===== config.mk =====
export PLATFORM = sky130hd
export DESIGN_NAME = debounced_pio_flat
export DESIGN_NICKNAME = d
export VERILOG_FILES = /design/src/rtl/debounced_pio_pkg.sv /design/src/rtl/debounced_pio_if.sv /design/src/rtl/debounced_pio_debounce_channel.sv /design/src/rtl/debounced_pio.sv /design/src/flat_wrapper.sv
export SDC_FILE = /design/constraint.sdc
export NUM_CORES = 1
export LEC_CHECK = 0
export ABC_AREA = 1
export CORE_ASPECT_RATIO = 1.1
export CORE_MARGIN = 2
export CORE_UTILIZATION = 51
export CTS_BUF_LIST = sky130_fd_sc_hd__clkbuf_2
export CTS_CLUSTER_SIZE = 20
export DETAILED_ROUTE_END_ITERATION = 7
export GPL_TIMING_DRIVEN = 0
export PLACE_DENSITY = 0.89
export SLEW_MARGIN = 10
export SYNTH_ARGS = -nofsm -noshare
export SYNTH_HDL_FRONTEND = slang
export SYNTH_SLANG_ARGS = --single-unit

===== constraint.sdc =====
create_clock -name clk_clk -period 1.3 [get_ports clk_clk]
set_input_delay 0.195 -clock clk_clk [delete_from_list [all_inputs] [get_ports clk_clk]]
set_output_delay 0.195 -clock clk_clk [all_outputs]
set_load 0.01 [all_outputs]

===== src/rtl/debounced_pio_pkg.sv =====
// Shared register map and edge-mode encoding for the debounced input PIO.
// Pure declarations; no latency or flow control of its own.
package debounced_pio_pkg;

    localparam logic [1:0] REG_DATA = 2'd0;
    localparam logic [1:0] REG_MASK = 2'd1;
    localparam logic [1:0] REG_EDGE = 2'd2;
    localparam logic [1:0] REG_MODE = 2'd3;

    typedef enum logic [1:0] {
        EDGE_RISE = 2'b00,
        EDGE_FALL = 2'b01,
        EDGE_BOTH = 2'b10,
        EDGE_NONE = 2'b11
    } edge_mode_e;

    function automatic logic edge_hit(edge_mode_e mode, logic rose, logic fell);
        return (rose && (mode == EDGE_RISE || mode == EDGE_BOTH)) ||
               (fell && (mode == EDGE_FALL || mode == EDGE_BOTH));
    endfunction

endpackage


===== src/rtl/debounced_pio_if.sv =====
// Avalon-MM slave bus for the debounced PIO; read data valid one edge after
// the read strobe, no waitrequest so the slave never backpressures.
interface debounced_pio_if;

    logic [1:0]  avs_address;
    logic        avs_read;
    logic        avs_write;
    logic [31:0] avs_writedata;
    logic [31:0] avs_readdata;

    modport master (
        output avs_address, avs_read, avs_write, avs_writedata,
        input  avs_readdata
    );

    modport slave (
        input  avs_address, avs_read, avs_write, avs_writedata,
        output avs_readdata
    );

endinterface


===== src/rtl/debounced_pio_debounce_channel.sv =====
// One input channel: two-flop synchroniser plus stable-count debouncer.
// Level changes DEBOUNCE_CYCLES edges after s2 moves; rose/fell pulse the cycle before.
module debounce_channel #(
    parameter int DEBOUNCE_CYCLES = 500000,
    parameter bit RESET_LEVEL     = 1'b1
) (
    input  logic clk_i,
    input  logic rst_i,
    input  logic pin_i,
    output logic level,
    output logic rose,
    output logic fell
);

    localparam int             CW       = $clog2(DEBOUNCE_CYCLES + 1);
    localparam logic [CW-1:0]  CNT_LAST = CW'(DEBOUNCE_CYCLES - 1);

    logic          s1_q, s2_q;
    logic          level_q, level_d;
    logic [CW-1:0] cnt_q, cnt_d;
    logic          accept;

    always_ff @(posedge clk_i) begin
        if (rst_i) begin
            s1_q    <= RESET_LEVEL;
            s2_q    <= RESET_LEVEL;
            level_q <= RESET_LEVEL;
            cnt_q   <= '0;
        end else begin
            s1_q    <= pin_i;
            s2_q    <= s1_q;
            level_q <= level_d;
            cnt_q   <= cnt_d;
        end
    end

    // Any cycle where s2 agrees with the accepted level restarts the count.
    always_comb begin
        accept  = 1'b0;
        level_d = level_q;
        cnt_d   = '0;
        if (s2_q != level_q) begin
            if (cnt_q == CNT_LAST) begin
                accept  = 1'b1;
                level_d = s2_q;
            end else begin
                cnt_d = cnt_q + CW'(1);
            end
        end
    end

    assign level = level_q;
    assign rose  = accept &  s2_q;
    assign fell  = accept & ~s2_q;

endmodule


===== src/rtl/debounced_pio.sv =====
// Debounced Avalon-MM input PIO with W1C edge capture and masked level irq.
// Read latency 1, writes take effect on the strobe edge, irq registered; no backpressure.
module debounced_pio
    import debounced_pio_pkg::*;
#(
    parameter int WIDTH           = 4,
    parameter int DEBOUNCE_CYCLES = 500000,
    parameter bit RESET_LEVEL     = 1'b1
) (
    input  logic              clk_clk,
    input  logic              reset_reset,
    input  logic [WIDTH-1:0]  in_export,
    debounced_pio_if.slave    avs,
    output logic              irq
);

    logic [WIDTH-1:0] level, rose, fell, hit;
    logic [WIDTH-1:0] mask_q, mask_d;
    logic [WIDTH-1:0] cap_q, cap_d, clr;
    edge_mode_e       mode_q, mode_d;
    logic [31:0]      rdata_q, rdata_d;
    logic             irq_q, irq_d;
    logic             unused_wdata;

    for (genvar gi = 0; gi < WIDTH; gi++) begin : g_ch
        debounce_channel #(
            .DEBOUNCE_CYCLES (DEBOUNCE_CYCLES),
            .RESET_LEVEL     (RESET_LEVEL)
        ) u_ch (
            .clk_i (clk_clk),
            .rst_i (reset_reset),
            .pin_i (in_export[gi]),
            .level (level[gi]),
            .rose  (rose[gi]),
            .fell  (fell[gi])
        );
        assign hit[gi] = edge_hit(mode_q, rose[gi], fell[gi]);
    end

    always_ff @(posedge clk_clk) begin
        if (reset_reset) begin
            mask_q  <= '0;
            cap_q   <= '0;
            mode_q  <= EDGE_RISE;
            rdata_q <= '0;
            irq_q   <= 1'b0;
        end else begin
            mask_q  <= mask_d;
            cap_q   <= cap_d;
            mode_q  <= mode_d;
            rdata_q <= rdata_d;
            irq_q   <= irq_d;
        end
    end

    always_comb begin
        mask_d = mask_q;
        mode_d = mode_q;
        clr    = '0;
        if (avs.avs_write) begin
            case (avs.avs_address)
                REG_MASK: mask_d = avs.avs_writedata[WIDTH-1:0];
                REG_EDGE: clr    = avs.avs_writedata[WIDTH-1:0];
                REG_MODE: mode_d = edge_mode_e'(avs.avs_writedata[1:0]);
                default:  ;
            endcase
        end
        // A new event outranks a same-cycle clear so it is never lost.
        cap_d = (cap_q & ~clr) | hit;
        irq_d = |(cap_q & mask_q);

        rdata_d = rdata_q;
        if (avs.avs_read) begin
            rdata_d = '0;
            case (avs.avs_address)
                REG_DATA: rdata_d[WIDTH-1:0] = level;
                REG_MASK: rdata_d[WIDTH-1:0] = mask_q;
                REG_EDGE: rdata_d[WIDTH-1:0] = cap_q;
                REG_MODE: rdata_d[1:0]       = mode_q;
                default:  ;
            endcase
        end
    end

    assign unused_wdata     = ^avs.avs_writedata;
    assign avs.avs_readdata = rdata_q;
    assign irq              = irq_q;

endmodule


===== src/flat_wrapper.sv =====
// flat-port wrapper written by rule: the top's interface ports become plain ports
module debounced_pio_flat import debounced_pio_pkg::*;
#(
    parameter int WIDTH           = 4,
    parameter int DEBOUNCE_CYCLES = 500000,
    parameter bit RESET_LEVEL     = 1'b1
)
  (clk_clk, reset_reset, in_export, irq, avs_avs_address, avs_avs_read, avs_avs_write, avs_avs_writedata, avs_avs_readdata);
  debounced_pio_if avs_i ();
  input  logic clk_clk;
  input  logic reset_reset;
  input  logic [WIDTH-1:0] in_export;
  output logic irq;
  input wire logic [$bits(avs_i.avs_address)-1:0] avs_avs_address;
  input wire logic [$bits(avs_i.avs_read)-1:0] avs_avs_read;
  input wire logic [$bits(avs_i.avs_write)-1:0] avs_avs_write;
  input wire logic [$bits(avs_i.avs_writedata)-1:0] avs_avs_writedata;
  output wire logic [$bits(avs_i.avs_readdata)-1:0] avs_avs_readdata;
  assign avs_i.avs_address = avs_avs_address;
  assign avs_i.avs_read = avs_avs_read;
  assign avs_i.avs_write = avs_avs_write;
  assign avs_i.avs_writedata = avs_avs_writedata;
  assign avs_avs_readdata = avs_i.avs_readdata;
  debounced_pio #(.WIDTH(WIDTH), .DEBOUNCE_CYCLES(DEBOUNCE_CYCLES), .RESET_LEVEL(RESET_LEVEL)) u_core (.clk_clk(clk_clk), .reset_reset(reset_reset), .in_export(in_export), .avs(avs_i), .irq(irq));
endmodule

After elaboration in Yosys (flattened, before gate mapping)
Index checks and enable logic that the tools add are counted.
{"block": "totals", "ff_bits": 103, "inputBits": 42, "out_inout_bits": 33, "word_cells": 97}
{"block": "op_classes", "addsub": 4, "eq_ne": 13, "mux": 12, "bitwise": 20, "n_reduce_logical": 27}
{"cell": "adder 19 x 1 -> 19 bit, second input constant", "n": 4}
{"cell": "== test 19 bit, second input constant", "n": 4}
{"cell": "AND reduction 2 bit", "n": 6}
{"cell": "OR reduction 3 bit", "n": 4}
{"cell": "bitwise AND 1 bit", "n": 8}
{"cell": "bitwise AND 4 bit", "n": 2}
{"cell": "logical AND 1 bit", "n": 8}
{"cell": "two-way mux 1 bit", "n": 8}
{"cell": "two-way mux 4 bit", "n": 2}
{"cell": "inverter 1 bit", "n": 8}
{"cell": "one-hot mux 2 bit (4 select lines)", "n": 1}
{"cell": "== test 2 bit, second input constant", "n": 3}
{"cell": "logical OR 1 bit", "n": 6}
{"cell": "one-hot mux 2 bit (3 select lines)", "n": 1}
{"cell": "== test 2 x 1 -> 1 bit, second input constant", "n": 2}
{"cell": "zero test 2 bit", "n": 2}
{"cell": "!= test 1 bit", "n": 4}
{"cell": "inverter 4 bit", "n": 1}
{"cell": "OR 4 bit", "n": 1}
{"cell": "OR reduction 4 bit", "n": 1}

Logic depth before layout (Yosys ltp)
Gate-level depths: netlist (run 1).
{"block": "logic_depth", "ltp_word": 7, "mapped_depth": 10, "mapped_depth_nobuf": 10}

By module
From an unflattened synthesis (run 1), not the netlist that was laid out.
{"block": "hier_totals", "cells_unflattened": 802, "area_unflattened_um2": 5602.9}
{"mod": "debounce_channel", "instances": 4, "cells_per_inst": 168, "area_each_um2": 1164.9, "seq_area_each_um2": 440.4}
{"mod": "debounced_pio", "instances": 1, "cells_per_inst": 130, "area_each_um2": 943.4, "seq_area_each_um2": 300.3}

Worst setup path before layout (run 1)
No wires, ideal clock.
{"block": "synth_path", "path_kind": "register to register", "startpoint": "reg u_core.g_ch[1].u_ch.cnt_q[0]", "endpoint": "reg u_core.g_ch[1].u_ch.cnt_q[15]", "setup_ps": 114, "t_arrival_ps": 1364, "required_ps": 1186, "slack_ps": -179, "stages_incl_launch_ff": 8, "n_path_buf": 1, "period_less_slack_ps": 1479, "cell_sequence": "dfxtp_1 > ha_1 > nand3_1 > nor3_2 > nand2_2 > nand2_4 > buf_12 > nor2_1"}
{"block": "synth_between", "elab_chain_cells": 2, "word_cells_on_any_way": 3, "cone_classes": "add/sub: 1; eq/ne: 1; reduce/logical: 1"}
{"item": "start, declared", "line": "debounced_pio_debounce_channel.sv:20", "text": "logic [CW-1:0] cnt_q, cnt_d;"}
{"item": "start signal, assigned", "line": "debounced_pio_debounce_channel.sv:33", "text": "cnt_q <= cnt_d;"}
{"item": "parallel branches: the longest is 2 deep, another holds adder 19 x 1 -> 19 bit"}
Several ways; the timed one is not identified.
A chain may end at the register's enable or synchronous reset.

Final worst setup path (run 1)
{"block": "layout_path", "startpoint": "reg u_core.g_ch[2].u_ch.cnt_q[0]", "endpoint": "reg u_core.g_ch[2].u_ch.cnt_q[7]"}
{"block": "layout_between", "elab_chain_cells": 2, "word_cells_on_any_way": 3, "cone_classes": "add/sub: 1; eq/ne: 1; reduce/logical: 1"}
{"item": "start, declared", "line": "debounced_pio_debounce_channel.sv:20"}
{"item": "start signal, assigned", "line": "debounced_pio_debounce_channel.sv:33"}
{"item": "parallel branches: the longest is 2 deep, another holds adder 19 x 1 -> 19 bit"}
Several ways; the timed one is not identified.

==> results of run 1 <==
[worst reg2reg max path, cell delays in order (launching register included)]
cell and delay (ns):
dfxtp_4 0.43, ha_4 0.15, nand2_4 0.05, inv_4 0.06, nand2_4 0.07, nor3_4 0.20
nand2_2 0.12, nand2_4 0.16, clkbuf_16 0.17, nor2_2 0.04
[flip-flops by register name, indices dropped and copies added, names as in the netlist]
signal	cells
u_core.irq	1
u_core.cap_q	4
u_core.g_ch.u_ch.s2_q	4
u_core.g_ch.u_ch.level	4
u_core.avs.avs_readdata	4
u_core.g_ch.u_ch.s1_q	4
u_core.g_ch.u_ch.cnt_q	76
u_core.mode_q	2
u_core.mask_q	4
[layout make-up]
| type | instances | area, sq um |
|---|---|---|
| Clock inverter | 6 | 60.06 |
| Fill cell | 654 | 2784 |
| Timing Repair Buffer | 98 | 973.4 |
| Multi-Input combinational cell | 550 | 3443 |
| Clock buffer | 10 | 50.05 |
| Buffer | 34 | 262.8 |
| Tap cell | 143 | 178.9 |
| Sequential cell | 103 | 2168 |
| Inverter | 96 | 372.9 |
| Antenna cell | 1 | 2.502 |
[cell families (layout without fill, tap and decap cells)]
group           count (synthesis)  in the layout  synth area share
flops                         103            103            0.3876
simple gates                  428            428            0.3707
xor+xnor                       26             26           0.04280
fa+ha+maj                       6              6           0.01411
other cells                     1             29         0.0007049
buf+inv                       131            244            0.1188
compound gates                 62             62           0.06538
[through the flow]
step	worst slack (ns)	hold slack, ns	utilization	instances	TNS [ns]
global route	-0.3424	0.08285	0.7296	1041	-18.18
CTS	-0.1545	0.1198	0.6580	1010	-4.975
global placement	-0.4796	0.3934	0.5697	944	-29.96
detailed placement	-0.5231	0.3985	0.5697	944	-31.16
finish	-0.2122	0.09027	0.7296	1041	-11.87
floorplan	-0.01062	0.2988	-	784	-0.1584
[cells in the final DEF, fill, tap and decap left out, types with 28 or more instances in the layout]
cell,n
nand2_1,144
inv_1,81
nor2_1,77
buf_4,75
nand3_1,46
dfxtp_2,46
dfxtp_1,44
nor2_2,35
buf_6,31
conb_1,28
[Yosys cell counts (2+ instances only)]
library cell,count,area [sq um]
nor3_1,15,75.07
nor3b_1,5,37.54
xnor2_1,6,52.55
nor3_4,2,32.53
a21oi_1,35,175.2
clkbuf_1,3,11.26
nand2_2,5,31.28
a211oi_1,2,15.01
inv_2,2,7.510
nand3_1,63,315.3
nor2_1,124,465.5
nand4_1,20,125.1
xor2_1,20,175.2
buf_4,29,217.7
ha_1,6,75.07
nor2_4,6,67.56
o211ai_1,5,37.54
nand2_4,4,45.04
nand3b_1,6,45.04
dfxtp_1,103,2062
nand2_1,157,589.3
buf_6,2,22.52
inv_1,93,349.1
nor3_2,2,20.02
o21ai_0,13,65.06
or2_2,11,68.82
nor2_2,6,37.54
[path summary, 6_finish.rpt]
kind                                start                      endpoint  slack [ns]  cells after the start
max          u_core.g_ch[2].u_ch.cnt_q[0]  u_core.g_ch[2].u_ch.cnt_q[7]       -0.21                      9
min                          in_export[2]      u_core.g_ch[2].u_ch.s1_q        0.09                      2
max reg2reg  u_core.g_ch[2].u_ch.cnt_q[0]  u_core.g_ch[2].u_ch.cnt_q[7]       -0.21                      9
min reg2reg      u_core.g_ch[3].u_ch.s1_q      u_core.g_ch[3].u_ch.s2_q        0.46                      1
[layer usage]
metal | track usage | share of wire | vias to the layer above
li1 | - | - | 2624
met1 | 0.2831 | 0.37 | 2569
met2 | 0.3788 | 0.51 | 333
met3 | 0.04414 | 0.073 | 103
met4 | 0.08919 | 0.047 | 0
met5 | 0 | 0 | -
[repair_timing]
item,in CTS,in global routing
pin swaps,39,62
hold buffers,1,0
cloned,3,1
endpoints found under the setup margin,84,90
hold endpoints to repair,3,0
gates resized for setup,133,166
setup buffers,47,33
[where the power goes]
part / internal [mW] / total (mW) / switching [mW]
registers: 3.17 / 3.20 / 0.0258
clock network: 0.448 / 1.58 / 1.13
logic: 0.211 / 0.440 / 0.229
==> flow_summary.json, run 1 <==
{
  "status": "finished with violations",
  "violations": "DRC, setup timing",
  "gp_congestion": 0.8754,
  "vias_per_cell": 5.407,
  "cts_buffer_depth": 2,
  "p_per_area_nw_per_um2": 695.0,
  "port_buffers": 17,
  "worstPathRequired_ns": 1.86,
  "grt_usage": 0.2264,
  "synthToLayoutAreaGrowth_pct": 41.20,
  "leakagePower_nw": 2.970,
  "finalCritPeriodShare": 1.163,
  "critPathKind": "reg -> reg",
  "synth.avg_cell_area_sq_um": 7.028,
  "core_sq_um": 10300,
  "synth_cell_types": 39,
  "wl_um": 16570,
  "maxCapViolCount": 0,
  "netlist_instances": 757,
  "die_h_um": 111.1,
  "arrival_ns": 2.07,
  "path_buf_inv": 2,
  "finalPower_mw": 5.221,
  "drt_iter0_markers": 656,
  "clkSinkCount": 103,
  "die_x_um": 101.4,
  "finalSetupViolations": 87,
  "finalMaxSlewViolations": 0,
  "ys_warn_count": 0,
  "setup_ws_ns": -0.2122,
  "relSlewSlack": 0.6273,
  "cts-buffers-inserted": 9,
  "antenna_found_initial": 1,
  "tightestPinTransition_ns": 0.5591,
  "rsz0062_at_grt": "true",
  "root_buffer": "clkbuf_2",
  "cp-end-kind": "register",
  "slowest_stage": "dfxtp_4",
  "final_cell_area_sq_um": 7512,
  "hp-class": "in -> reg",
  "drt_pass1_iterations": 8,
  "rows": 39,
  "ys_seq_area_frac": 0.3876,
  "synth_area_sq_um": 5320,
  "ant_nets": 0,
  "worstSkewPairLatency_ns": 0.63,
  "clock_skew_ns": 0.02969,
  "grt_pass1_vias": 4760,
  "slowest_delay_ns": 0.43,
  "async_reset_ff_frac": 0,
  "hold_viol_final": 0,
  "finalCriticalPeriod_ns": 1.512,
  "crit_fanout": 7,
  "wl_per_cell_um": 15.92,
  "layout-drive-gt1-share": 0.4114,
  "vias": 5629,
  "htreeDepth": 3,
  "crit_path_start_kind": "register",
  "cpLargestDelayFamily": "simple AND/OR/NAND/NOR gates",
  "ios": 75,
  "grt-ovfl-total": 0,
  "hpwl_um": 7542,
  "final_nets": 940,
  "synthFlopType": "dfxtp_1",
  "worstPathCellList": "ha_4 > nand2_4 > inv_4 > nand2_4 > nor3_4 > nand2_2 > nand2_4 > clkbuf_16 > nor2_2",
  "clkTransAtPathRegs_ns": 0.28,
  "crit_top_cell": "nand2_4",
  "cts_tree": "done",
  "grt_max_degree": 17,
  "irDropWorstVdd_uv": 463.1,
  "start_util": 0.5167,
  "synth_edf_count": 0,
  "ys_ff_latch": 103,
  "fmax_mhz": 661.3,
  "grt_pass1_wl_um": 20930,
  "die-area_sq_um": 11270,
  "drt_drc_violations_left": 12,
  "placed_area_sq_um": 5866
}
No activity file was read; power rests on OpenSTA's default activity.
==> inputs of run 2 (changes only) <==
CORE_UTILIZATION = 30   (was 51)
PLACE_DENSITY = 0.62   (was 0.89)
==> run 2 against run 1 <==
  * The run ends with setup timing left
  * Final cell count increased by 6.8%
  * Sequential share of layout area increased by 1.6 points
  * Final area decreased by 5.9%
  * Wire length decreased by 26%
  * Critical path depth increased by 2
  * Via count decreased by 14%
  * Global-route usage decreased by 9.6 points
  * Hold slack improved by 0.038 ns
  * Combinational power decreased by 13%
  * Non-clock buffer count decreased by 23
  * Count of clock-buffer cells in the layout unchanged
  * Worst setup slack improved by 0.050 ns
==> flow_summary.json, run 2 (synthesized netlist as in run 1, its figures left out) <==
{
  "crit_fanout": 5,
  "irDropWorstVdd_uv": 325.0,
  "drt_drc_violations_left": 0,
  "die_x_um": 131.0,
  "largest_reg_flops": 76,
  "finalSetupViolations": 80,
  "fmax_mhz": 683.9,
  "rows": 51,
  "crit_path_start_kind": "register",
  "worstPathRequired_ns": 1.84,
  "rsz0062_at_grt": "true",
  "core_sq_um": 17550,
  "wl_um": 12250,
  "maxCapViolCount": 0,
  "ios": 75,
  "worstSkewPairLatency_ns": 0.62,
  "hpwl_um": 8155,
  "drt_iter0_markers": 235,
  "hp-class": "in -> reg",
  "holdWs_ns": 0.1286,
  "grt_pass1_vias": 4294,
  "leakagePower_nw": 2.708,
  "finalPower_mw": 4.905,
  "gp_congestion": 0.8023,
  "wl_per_cell_um": 11.01,
  "grt_usage": 0.1302,
  "synthToLayoutAreaGrowth_pct": 32.83,
  "layout-drive-gt1-share": 0.3318,
  "htreeDepth": 3,
  "vias_per_cell": 4.376,
  "start_util": 0.3032,
  "relSlewSlack": 0.5978,
  "cts-buffers-inserted": 9,
  "grt_max_degree": 16,
  "final_nets": 917,
  "arrival_ns": 2.00,
  "diodes": 0,
  "setup_ws_ns": -0.1621,
  "mostFrequentLayoutCells": "nand2_1, nor2_1, inv_1",
  "antenna_found_initial": 0,
  "port_buffers": 17,
  "finalCoreUtilization": 0.4027,
  "ant_nets": 0,
  "violations": "setup timing",
  "setup_tns_ns": -7.820,
  "clkTransAtPathRegs_ns": 0.25,
  "root_buffer": "clkbuf_2",
  "grt_pass1_wl_um": 19530,
  "p_per_area_nw_per_um2": 694.1,
  "drt_pass1_iterations": 4,
  "critPathKind": "reg -> reg",
  "tightestPinTransition_ns": 0.6011,
  "die_h_um": 143.7,
  "final_common_cell": "nand2_1",
  "hold_viol_final": 0,
  "vias": 4866,
  "die-area_sq_um": 18820,
  "cp-end-kind": "register",
  "fillerInstances": 1763,
  "cts_buffer_depth": 2,
  "cts_tree": "done",
  "finalMaxSlewViolations": 0,
  "finalCritPeriodShare": 1.125,
  "grt-ovfl-total": 0,
  "finalCriticalPeriod_ns": 1.462,
  "clock_skew_ns": 0.02486,
  "regMostFlops": "u_core.g_ch.u_ch.cnt_q",
  "clkSinkCount": 103,
  "status": "finished with violations"
}
## run 2: changes by cell type in the layout (fill, tap and decap cells not counted), moves of 4 or more
cell	previous run	this run
nor2_2	35	26
nor3_4	7	3
dfxtp_2	46	30
nand3_1	46	58
buf_4	75	70
dfxtp_1	44	59
nor2_1	77	89
buf_6	31	15
a21oi_2	23	19
a21oi_1	12	17
nand3_2	13	4
## run 2: metrics by stage
| step | instance area [sq um] | cells | worst slack [ns] |
|---|---|---|---|
| final | 7067 | 1112 | -0.1621 |
| after global routing | 7067 | 1112 | -0.2265 |
| after CTS | 6601 | 1089 | -0.1458 |
| after detailed placement | 5984 | 1039 | -0.5378 |
| after global placement | 5984 | 1039 | -0.5483 |
| after floorplan | 5517 | 784 | -0.01062 |
## run 2: repair_timing
| item | CTS | global route |
|---|---|---|
| gates cloned | 1 | 2 |
| endpoints found under the hold margin | 4 | 0 |
| resized for setup | 112 | 98 |
| buffers inserted | 32 | 25 |
| pin swaps | 17 | 41 |
| endpoints found under the setup margin | 87 | 90 |
| hold buffers | 1 | 0 |
## run 2: path summary, 6_finish.rpt
path	startpoint	end	slack (ns)	cells past startpoint
worst max register to register	u_core.g_ch[0].u_ch.cnt_q[0]	u_core.g_ch[0].u_ch.cnt_q[17]	-0.16	11
worst min-delay path	in_export[2]	u_core.g_ch[2].u_ch.s1_q	0.13	2
worst min register to register	u_core.g_ch[3].u_ch.s1_q	u_core.g_ch[3].u_ch.s2_q	0.45	1
worst max-delay path	u_core.g_ch[0].u_ch.cnt_q[0]	u_core.g_ch[0].u_ch.cnt_q[17]	-0.16	11
## run 2: report_power, final
| group | internal (mW) | switching, mW | leakage [nW] |
|---|---|---|---|
| clock | 0.236 | 1.09 | 0.0603 |
| combinational | 0.188 | 0.196 | 1.79 |
| sequential | 3.17 | 0.0231 | 0.859 |
| total | 3.60 | 1.31 | 2.71 |
## run 2: area by class of cell
| cell class | instances | area (sq um) | share of cell area |
|---|---|---|---|
| multi-input cells | 550 | 3191 | 0.4515 |
| flip-flops and latches | 103 | 2152 | 0.3045 |
| repair buffers | 75 | 704.4 | 0.09968 |
| inverters | 96 | 372.9 | 0.05276 |
| well taps | 238 | 297.8 | 0.04214 |
| plain buffers | 34 | 271.5 | 0.03842 |
| clock buffers | 10 | 50.05 | 0.007082 |
| clock inverters | 6 | 27.53 | 0.003895 |
## run 2: per-layer routing
metal,vias up,track usage,routed length [um]
li1,2587,-,-
met5,-,0,0
met4,0,0.05207,227
met1,2188,0.1700,5899
met2,74,0.2122,5765
met3,17,0.02271,356
## run 2: critical path, cell delays in order (launching register included)
cell,delay (ns)
dfxtp_4,0.43
ha_4,0.15
nand2_4,0.05
nor2_4,0.13
inv_4,0.07
nor2_4,0.12
nand2_2,0.08
nand2_4,0.14
buf_6,0.12
inv_4,0.03
nand2_1,0.04
nor2_1,0.04
